**src/rtl/bsg_axi_bus_pkg.sv**
```systemverilog
// bsg_axi_bus_pkg: AXI4 response codes, flat bus widths
// and the address-to-slot decode shared by the AXI4 demux.
package bsg_axi_bus_pkg;

  localparam logic [1:0] axi4_okay_c   = 2'b00;
  localparam logic [1:0] axi4_decerr_c = 2'b11;

  typedef struct packed {
    logic       ok;
    logic [3:0] idx;
  } slot_dec_t;

  function automatic int mosi_width(input int id_w,
                                    input int addr_w,
                                    input int data_w);
    return 2 * (id_w + addr_w + 30) + data_w + data_w / 8 + 4;
  endfunction

  function automatic int miso_width(input int id_w,
                                    input int data_w);
    return 2 * id_w + data_w + 10;
  endfunction

  // ok is clear when the index names no slot or any
  // address bit above the index field is set.
  function automatic slot_dec_t decode(input logic [63:0] addr,
                                       input int lsb,
                                       input int sel_w,
                                       input int slots);
    logic [63:0] sh;
    slot_dec_t   d;
    sh    = addr >> lsb;
    d.idx = sh[3:0] & 4'((1 << sel_w) - 1);
    d.ok  = ({28'd0, d.idx} < 32'(slots))
            && ((sh >> sel_w) == 64'd0);
    return d;
  endfunction

endpackage

```
**src/rtl/axi4_demux_decerr.sv**
```systemverilog
// axi4_demux_decerr: internal DECERR target; sinks W beats and
// returns one B, or returns arlen+1 zero R beats with DECERR.
module axi4_demux_decerr
  import bsg_axi_bus_pkg::*;
#(
  parameter int id_width_p = 4
) (
  input  logic                  clk_i,
  input  logic                  reset_ni,
  input  logic                  aw_start,
  input  logic [id_width_p-1:0] awid,
  input  logic                  wvalid,
  input  logic                  wlast,
  input  logic                  bready,
  output logic                  wready,
  output logic                  bvalid,
  output logic [id_width_p-1:0] bid,
  input  logic                  ar_start,
  input  logic [id_width_p-1:0] arid,
  input  logic [7:0]            arlen,
  input  logic                  rready,
  output logic                  r_busy,
  output logic                  rvalid,
  output logic [id_width_p-1:0] rid,
  output logic                  rlast
);

  typedef enum logic [1:0] {E_IDLE, E_SINK, E_RESP} werr_e;
  typedef enum logic {R_IDLE, R_ERR} rerr_e;

  werr_e w_state_r, w_state_n;
  rerr_e r_state_r, r_state_n;
  logic [7:0] len_r, beat_r;

  always_ff @(posedge clk_i or negedge reset_ni) begin
    if (!reset_ni) begin
      w_state_r <= E_IDLE;
      r_state_r <= R_IDLE;
      bid       <= '0;
      rid       <= '0;
      len_r     <= '0;
      beat_r    <= '0;
    end else begin
      w_state_r <= w_state_n;
      r_state_r <= r_state_n;
      if (aw_start) bid <= awid;
      if (ar_start) begin
        rid    <= arid;
        len_r  <= arlen;
        beat_r <= '0;
      end else if (rvalid && rready) begin
        beat_r <= beat_r + 8'd1;
      end
    end
  end

  always_comb begin
    w_state_n = w_state_r;
    wready    = (w_state_r == E_SINK);
    bvalid    = (w_state_r == E_RESP);
    unique case (w_state_r)
      E_IDLE: if (aw_start) w_state_n = E_SINK;
      E_SINK: if (wvalid && wlast) w_state_n = E_RESP;
      E_RESP: if (bready) w_state_n = E_IDLE;
      default: w_state_n = E_IDLE;
    endcase
  end

  always_comb begin
    r_state_n = r_state_r;
    r_busy    = (r_state_r == R_ERR);
    rvalid    = r_busy;
    rlast     = r_busy && (beat_r == len_r);
    unique case (r_state_r)
      R_IDLE: if (ar_start) r_state_n = R_ERR;
      R_ERR:  if (rready && rlast) r_state_n = R_IDLE;
      default: r_state_n = R_IDLE;
    endcase
  end

endmodule

```
**src/rtl/axi4_demux.sv**
```systemverilog
// axi4_demux: 1-to-N AXI4 router; slave port in, slot_num_p master
// ports out, steered by addr[slot_sel_lsb_p +: slot_w], DECERR else.
module axi4_demux
  import bsg_axi_bus_pkg::*;
#(
  parameter int slot_num_p        = 4,
  parameter int id_width_p        = 4,
  parameter int addr_width_p      = 32,
  parameter int data_width_p      = 32,
  parameter int slot_sel_lsb_p    = 28,
  parameter int max_outstanding_p = 4
) (
  input  logic clk_i,
  input  logic reset_ni,
  input  logic [mosi_width(id_width_p, addr_width_p,
                           data_width_p)-1:0] s_axi4_bus_i,
  output logic [miso_width(id_width_p,
                           data_width_p)-1:0] s_axi4_bus_o,
  output logic [slot_num_p-1:0]
               [mosi_width(id_width_p, addr_width_p,
                           data_width_p)-1:0] m_axi4_demux_o,
  input  logic [slot_num_p-1:0]
               [miso_width(id_width_p,
                           data_width_p)-1:0] m_axi4_demux_i
);

  localparam int slot_w = (slot_num_p > 1) ? $clog2(slot_num_p) : 1;
  localparam int cnt_w  = $clog2(max_outstanding_p + 1);

  typedef logic [slot_w-1:0] slot_t;
  typedef logic [cnt_w-1:0]  cnt_t;
  localparam cnt_t max_c = cnt_t'(max_outstanding_p);

  typedef struct packed {
    logic [id_width_p-1:0]     awid;
    logic [addr_width_p-1:0]   awaddr;
    logic [7:0]                awlen;
    logic [2:0]                awsize;
    logic [1:0]                awburst;
    logic                      awlock;
    logic [3:0]                awcache;
    logic [2:0]                awprot;
    logic [3:0]                awqos;
    logic [3:0]                awregion;
    logic                      awvalid;
    logic [data_width_p-1:0]   wdata;
    logic [data_width_p/8-1:0] wstrb;
    logic                      wlast;
    logic                      wvalid;
    logic                      bready;
    logic [id_width_p-1:0]     arid;
    logic [addr_width_p-1:0]   araddr;
    logic [7:0]                arlen;
    logic [2:0]                arsize;
    logic [1:0]                arburst;
    logic                      arlock;
    logic [3:0]                arcache;
    logic [2:0]                arprot;
    logic [3:0]                arqos;
    logic [3:0]                arregion;
    logic                      arvalid;
    logic                      rready;
  } mosi_s;

  typedef struct packed {
    logic                    awready;
    logic                    wready;
    logic [id_width_p-1:0]   bid;
    logic [1:0]              bresp;
    logic                    bvalid;
    logic                    arready;
    logic [id_width_p-1:0]   rid;
    logic [data_width_p-1:0] rdata;
    logic [1:0]              rresp;
    logic                    rlast;
    logic                    rvalid;
  } miso_s;

  typedef enum logic [1:0] {W_IDLE, W_DATA, W_ERR} w_state_e;

  mosi_s s_req;
  miso_s s_rsp;
  mosi_s [slot_num_p-1:0] m_req;
  miso_s [slot_num_p-1:0] m_rsp;

  assign s_req          = s_axi4_bus_i;
  assign s_axi4_bus_o   = s_rsp;
  assign m_rsp          = m_axi4_demux_i;
  assign m_axi4_demux_o = m_req;

  w_state_e w_state_r, w_state_n;
  slot_t aw_slot_r, rd_slot_r, aw_idx, ar_idx;
  cnt_t wr_cnt, rd_cnt;
  slot_dec_t aw_dec, ar_dec;
  logic aw_ok, aw_err, aw_hs, b_dec, w_done;
  logic ar_ok, ar_err, ar_hs, r_dec;
  logic err_wready, err_bvalid, err_rvalid, err_rlast, r_busy;
  logic [id_width_p-1:0] err_bid, err_rid;

  assign aw_dec = decode(64'(s_req.awaddr), slot_sel_lsb_p,
                         slot_w, slot_num_p);
  assign ar_dec = decode(64'(s_req.araddr), slot_sel_lsb_p,
                         slot_w, slot_num_p);
  assign aw_idx = slot_t'(aw_dec.idx);
  assign ar_idx = slot_t'(ar_dec.idx);

  assign b_dec = (wr_cnt != '0) && s_req.bready
                 && m_rsp[aw_slot_r].bvalid;
  assign r_dec = (rd_cnt != '0) && s_req.rready
                 && m_rsp[rd_slot_r].rvalid
                 && m_rsp[rd_slot_r].rlast;

  // A completion in the same cycle frees the slot it occupies,
  // so a full counter can still take a new request.
  assign aw_ok = reset_ni && (w_state_r == W_IDLE)
                 && s_req.awvalid && aw_dec.ok
                 && ((wr_cnt < max_c) || b_dec)
                 && ((wr_cnt == '0) || (aw_idx == aw_slot_r));
  assign aw_err = reset_ni && (w_state_r == W_IDLE)
                  && s_req.awvalid && !aw_dec.ok
                  && (wr_cnt == '0);
  assign aw_hs = aw_ok && m_rsp[aw_idx].awready;

  assign ar_ok = reset_ni && !r_busy
                 && s_req.arvalid && ar_dec.ok
                 && ((rd_cnt < max_c) || r_dec)
                 && ((rd_cnt == '0) || (ar_idx == rd_slot_r));
  assign ar_err = reset_ni && !r_busy
                  && s_req.arvalid && !ar_dec.ok
                  && (rd_cnt == '0);
  assign ar_hs = ar_ok && m_rsp[ar_idx].arready;

  assign w_done = (w_state_r == W_DATA) && s_req.wvalid
                  && s_req.wlast && m_rsp[aw_slot_r].wready;

  always_ff @(posedge clk_i or negedge reset_ni) begin
    if (!reset_ni) begin
      w_state_r <= W_IDLE;
      aw_slot_r <= '0;
      rd_slot_r <= '0;
      wr_cnt    <= '0;
      rd_cnt    <= '0;
    end else begin
      w_state_r <= w_state_n;
      if (aw_hs) aw_slot_r <= aw_idx;
      if (ar_hs) rd_slot_r <= ar_idx;
      if (aw_hs && !b_dec) wr_cnt <= wr_cnt + cnt_t'(1);
      else if (!aw_hs && b_dec) wr_cnt <= wr_cnt - cnt_t'(1);
      if (ar_hs && !r_dec) rd_cnt <= rd_cnt + cnt_t'(1);
      else if (!ar_hs && r_dec) rd_cnt <= rd_cnt - cnt_t'(1);
    end
  end

  always_comb begin
    w_state_n = w_state_r;
    unique case (w_state_r)
      W_IDLE: begin
        if (aw_hs) w_state_n = W_DATA;
        else if (aw_err) w_state_n = W_ERR;
      end
      W_DATA: if (w_done) w_state_n = W_IDLE;
      W_ERR: if (err_bvalid && s_req.bready) w_state_n = W_IDLE;
      default: w_state_n = W_IDLE;
    endcase
  end

  always_comb begin
    m_req = '0;
    for (int i = 0; i < slot_num_p; i++) begin
      m_req[i]          = s_req;
      m_req[i].awregion = '0;
      m_req[i].arregion = '0;
      m_req[i].awvalid  = aw_ok && (aw_idx == slot_t'(i));
      m_req[i].wvalid   = (w_state_r == W_DATA) && s_req.wvalid
                          && (aw_slot_r == slot_t'(i));
      m_req[i].bready   = (wr_cnt != '0) && s_req.bready
                          && (aw_slot_r == slot_t'(i));
      m_req[i].arvalid  = ar_ok && (ar_idx == slot_t'(i));
      m_req[i].rready   = (rd_cnt != '0) && s_req.rready
                          && (rd_slot_r == slot_t'(i));
    end
  end

  // DECERR bursts need empty counters, so error and slot
  // responses never compete for the slave port.
  always_comb begin
    s_rsp         = '0;
    s_rsp.awready = aw_hs || aw_err;
    s_rsp.arready = ar_hs || ar_err;
    if (w_state_r == W_DATA) s_rsp.wready = m_rsp[aw_slot_r].wready;
    else if (w_state_r == W_ERR) s_rsp.wready = err_wready;
    if (err_bvalid) begin
      s_rsp.bvalid = 1'b1;
      s_rsp.bid    = err_bid;
      s_rsp.bresp  = axi4_decerr_c;
    end else if (wr_cnt != '0) begin
      s_rsp.bvalid = m_rsp[aw_slot_r].bvalid;
      s_rsp.bid    = m_rsp[aw_slot_r].bid;
      s_rsp.bresp  = m_rsp[aw_slot_r].bresp;
    end
    if (r_busy) begin
      s_rsp.rvalid = err_rvalid;
      s_rsp.rid    = err_rid;
      s_rsp.rresp  = axi4_decerr_c;
      s_rsp.rlast  = err_rlast;
    end else if (rd_cnt != '0) begin
      s_rsp.rvalid = m_rsp[rd_slot_r].rvalid;
      s_rsp.rid    = m_rsp[rd_slot_r].rid;
      s_rsp.rdata  = m_rsp[rd_slot_r].rdata;
      s_rsp.rresp  = m_rsp[rd_slot_r].rresp;
      s_rsp.rlast  = m_rsp[rd_slot_r].rlast;
    end
  end

  axi4_demux_decerr #(
    .id_width_p(id_width_p)
  ) u_decerr (
    .clk_i   (clk_i),
    .reset_ni(reset_ni),
    .aw_start(aw_err),
    .awid    (s_req.awid),
    .wvalid  (s_req.wvalid),
    .wlast   (s_req.wlast),
    .bready  (s_req.bready),
    .wready  (err_wready),
    .bvalid  (err_bvalid),
    .bid     (err_bid),
    .ar_start(ar_err),
    .arid    (s_req.arid),
    .arlen   (s_req.arlen),
    .rready  (s_req.rready),
    .r_busy  (r_busy),
    .rvalid  (err_rvalid),
    .rid     (err_rid),
    .rlast   (err_rlast)
  );

endmodule

```
**config.mk**
```make
export PLATFORM = sky130hd
export DESIGN_NAME = axi4_demux
export DESIGN_NICKNAME = d
export VERILOG_FILES = /design/src/rtl/bsg_axi_bus_pkg.sv /design/src/rtl/axi4_demux_decerr.sv /design/src/rtl/axi4_demux.sv
export SDC_FILE = /design/constraint.sdc
export NUM_CORES = 1
export LEC_CHECK = 0
export CORE_AREA = 2 2 438 440
export DETAILED_ROUTE_END_ITERATION = 7
export DIE_AREA = 0 0 440 442
export GPL_TIMING_DRIVEN = 1
export RECOVER_POWER = 100
export SYNTH_ARGS = -nofsm -noshare
export SYNTH_HDL_FRONTEND = slang
export SYNTH_SLANG_ARGS = --single-unit
export TNS_END_PERCENT = 10
```
**constraint.sdc**
```tcl
create_clock -name clk_i -period 7.2 [get_ports clk_i]
set_input_delay 1.44 -clock clk_i [delete_from_list [all_inputs] [get_ports clk_i]]
set_output_delay 1.44 -clock clk_i [all_outputs]
set_load 0.02 [all_outputs]
```
Word-level counts from Yosys, hierarchy flattened

Index checks and enable logic that the tools add are counted.

Bits in registers: 39
Input port bits: 374
Output and inout port bits: 738
Word-level logic and storage cells: 169

$add $sub $neg: 5
Magnitude comparators: 8
Eq/ne operators: 25
Mux-type cells: 34
Bitwise gates (word level): 1
Reductions and logical operators: 85

Operators with widths:

| operator              | number |
|---|---|
| $bmux W50 S2          | 4 |
| $logic_not A64 Y1     | 2 |
| $mux W40              | 2 |
| $logic_and A1 B1 Y1   | 55 |
| $mux W50              | 1 |
| $mux W49              | 1 |
| $mux W41              | 1 |
| $mux W32              | 1 |
| $eq A2 B2 Y1 const B  | 10 |
| $lt A2 B3 Y1 const B  | 6 |
| $mux W8               | 2 |
| $mux W2               | 7 |
| $mux W7               | 2 |
| $eq A2 B1 Y1 const B  | 6 |
| $logic_not A2 Y1      | 6 |
| $mux W3               | 4 |
| $pmux W2 S3           | 2 |
| $add A8 B1 Y8 const B | 1 |
| $eq A8 B8 Y1          | 1 |
| $mux W4               | 2 |
| $ne A2 B2 Y1 const B  | 4 |
| $logic_not A1 Y1      | 7 |
| $add A3 B1 Y3 const B | 2 |
| $logic_not A3 Y1      | 2 |
| other kinds (12)      | 27 |

Logic depth before layout (Yosys ltp)

Depth after elaboration: 12
Depth in mapped cells: 12
Mapped depth without buffers: 10

Hierarchy

Synthesis repeated with hierarchy kept, for this count alone.

Cells, all modules: 1,003
Area, all modules: 8,785.9 um^2

By module, submodules not included:

| module            | instances | cells an instance | area an instance (um^2) | sequential area each (um^2) |
|---|---|---|---|---|
| axi4_demux        | 1         | 904               | 7,574.8                 | 300.3 |
| axi4_demux_decerr | 1         | 99                | 1,211.2                 | 675.6 |

Worst setup path before layout

OpenSTA, ideal clock, no wires.

Path type: input port to output port
Start: in s_axi4_bus_i[59] (netlist bit)
End: out s_axi4_bus_o[40] (netlist bit)
Arrival time: 2.880 ns
Required time: 5.760 ns
Path slack: 2.880 ns
Stages on the path: 6
Path buffers: 1
Cell sequence: clkbuf_1 -> mux4_2 -> nor2b_1 -> a31oi_2 -> nor2_1 -> or2_1

RTL lines:

| item               | line             | RTL |
|---|---|---|
| start: declaration | axi4_demux.sv:16 | `data_width_p)-1:0] s_axi4_bus_i,` |
| end: declaration   | axi4_demux.sv:18 | `data_width_p)-1:0] s_axi4_bus_o,` |

==> results by group <==
Outcome
  • Status: complete, but fails checks
  • Failing checks: capacitance limit, slew limit

GRT
  • Grt total ovfl: 0
  • Initial antenna violation count: 25
  • Total track usage: 7.56%
  • Vias in the first global route: 5,633
  • Global-route wire length before repair: 89.2 mm
  • Largest net degree at the start of global routing: 44

Min path
  • Hold Path Stages: 1
  • Hold Path Class: register to register

Critical path
  • Crit path capture type: output pin
  • Critical path class: input pin to output pin
  • CP max-delay cell: dlygate4sd3_1
  • Worst-case reg-to-reg path depth: 10
  • CP dominant cell by count: dlygate4sd3_1
  • WP data arrival: 4.86 ns
  • CP required: 5.76 ns
  • CP peak stage delay: 1.10 ns
  • Crit path cell chain: dlygate4sd3_1, nor2_1, nor3_4, clkbuf_1, or2_1, dlygate4sd3_1
  • Startpoint types: input pin
  • CP Max Fanout: 22

Detailed routing
  • Initial drt markers: 436
  • Routed wire per std cell: 23.4 um
  • DRT Pass-1 Iters: 4
  • Antenna-violating nets left: 0
  • Via/cell ratio: 1.70
  • Via count: 5,568
  • WL final: 76.7 mm
  • DRC viols: 0

Logic synthesis
  • Most common cell in the netlist: buf_4
  • FFs w/ async S/R, synth: 100%
  • Cell count after synthesis: 1,003
  • Ys flop type: dfrtp_1
  • Post-synth top cells: buf_4, mux4_2, dfrtp_1
  • Mapped Area: 8760 um^2
  • Unique masters post-synth: 49
  • FF+latch count, synth: 39
  • Seq/Total Area, Yosys: 11.1%
  • Area share of the largest cell type after synthesis: 57.2%
  • Syn_area_per_cell: 8.73 um^2
  • Post-synth EDFFs: 0
  • Top cells by area, synth: buf_4, mux4_2, dfrtp_1
  • Synth area leader: buf_4
  • Syn. warnings: 0

Placed design
  • Cells after DPL: 3,265
  • DPL Wire Length: 71.5 mm
  • PortBufs: 401
  • Final GP Congestion: 0.877

Power
  • Power Density: 253 nW/um^2
  • Leak: 3.36 nW
  • Overall power: 0.00282 W
  • VDD IR max: 126 uV

CTS
  • Cts hold-fix bufs: 0
  • Post-cts sizing count: 0
  • Clock latency on the worst-skew pair: 0.30 ns
  • H-tree level count: 2
  • Root Buffer Master: clkbuf_16
  • Worst-path clk slew: 0.07 ns
  • Max clock buf depth: 2
  • Clock tree sinks: 39
  • CTS tree: built
  • Post-CTS setup buffer count: 0
  • CTS buffer count: 5

Finish
  • # nets final: 1,140
  • Area growth syn-to-layout: 27.3%
  • Fraction of layout cells with a size suffix above 1: 11.4%
  • Final cell count without fillers: 3,277

Timing
  • Fin crit period: 6.30 ns
  • Period utilisation layout: 87.5%
  • Count of final setup violators: 0
  • Rel. slew slack: -54.9%
  • Setup TNS: 0 ns
  • Worst slew pin tran: 2.32 ns
  • Final Hold Vio Count: 0
  • Fin Clk Skew: 0.00611 ns
  • Final Slew Violations: 40
  • RSZ-0062 raised after global routing: false
  • Max Clock Freq: 0.159 GHz

Die
  • Top-Level Pins: 1,112
  • Chip Width: 440 um
  • # rows: 160
  • Starting Density: 4.62%
  • Die Span Y: 442 um
  • Core box area: 190,000 um^2
  • Die area: 194,000 um^2

Flow run
  • Max-cap violations: 1
[cells in the final DEF (no fill, tap or decap), types with 9 or more instances in the layout]
master,n
clkdlybuf4s50_1,229
dlygate4sd3_1,171
mux4_2,49
dfrtp_1,37
and2_1,34
conb_1,32
nor2_1,26
nand2_1,20
mux2_2,17
xnor2_1,14
xor2_1,10
a22o_1,9
inv_1,9
[report_power, final]
part	leakage, nW	internal, W	switching, W
registers	0.486	0.000314	0.000141
clock network	0.0960	0.000201	0.000106
logic	2.78	0.000830	0.00123
[sequential cells by signal, summed over array words and instances, names as in the netlist]
name / count
u_decerr.bid: 4
u_decerr.len_r: 8
wr_cnt: 3
aw_slot_r: 2
w_state_r: 2
u_decerr.rid: 4
u_decerr.r_busy: 1
u_decerr.beat_r: 8
rd_cnt: 3
u_decerr.w_state_r: 2
rd_slot_r: 2
[worst max-delay path, delay by kind of cell]
family        cells  cell delay, ns
simple gates      3            0.55
buf+inv           3            2.85
[path summary, 6_finish.rpt]
path,from,to,slack (ns)
max in group asynchronous,reset_ni,rd_slot_r[1],3.36
setup reg to reg,aw_slot_r[1],wr_cnt[2],3.81
hold reg to reg,u_decerr.w_state_r[1],u_decerr.w_state_r[0],0.51
min in group asynchronous,reset_ni,w_state_r[0],2.33
hold / removal,u_decerr.w_state_r[1],u_decerr.w_state_r[0],0.51
setup / recovery,s_axi4_bus_i[61],s_axi4_bus_o[40],0.90
[routing by layer]
metal / track usage, % / vias to the layer above / part of all wire (%)
met5: 0.447 / - / 0.14
li1: - / 2085 / -
met3: 7.20 / 149 / 21
met4: 2.56 / 18 / 3.6
met1: 5.50 / 2578 / 24
met2: 13.4 / 738 / 51
[through the flow]
step / instance area [um^2] / setup slack (ns) / hold WS (ns) / util (%)
after floorplan: 8880 / 2.88 / 0.459 / -
after global placement: 11000 / 1.23 / 0.489 / 5.80
after detailed placement: 11000 / 1.23 / 0.497 / 5.80
after CTS: 11200 / 1.22 / 0.512 / 5.90
after global routing: 11100 / 0.545 / 0.521 / 5.88
final: 11200 / 0.903 / 0.512 / 5.88
[cells by family (layout without fill, tap and decap cells)]
family          count (synthesis)  in the layout  share of synthesized area (%)
mux                            74             74                           15.9
fa+ha+maj                       5              5                          0.886
compound gates                 30             30                           2.71
other cells                     1             36                         0.0428
flops                          39             39                           11.1
xor+xnor                       24             24                           2.40
buf+inv                       702            430                           59.1
simple gates                  128            128                           7.83
[cell type report]
cell class | instances | area [um^2]
diodes | 4 | 10.0
clock inverters | 3 | 71.3
flip-flops and latches | 39 | 978
multi-input cells | 293 | 2720
fillers | 22300 | 178000
well taps | 2511 | 3140
clock buffers | 5 | 125
repair buffers | 413 | 4070
inverters | 9 | 33.8
Power figures use the tool's default switching activity.
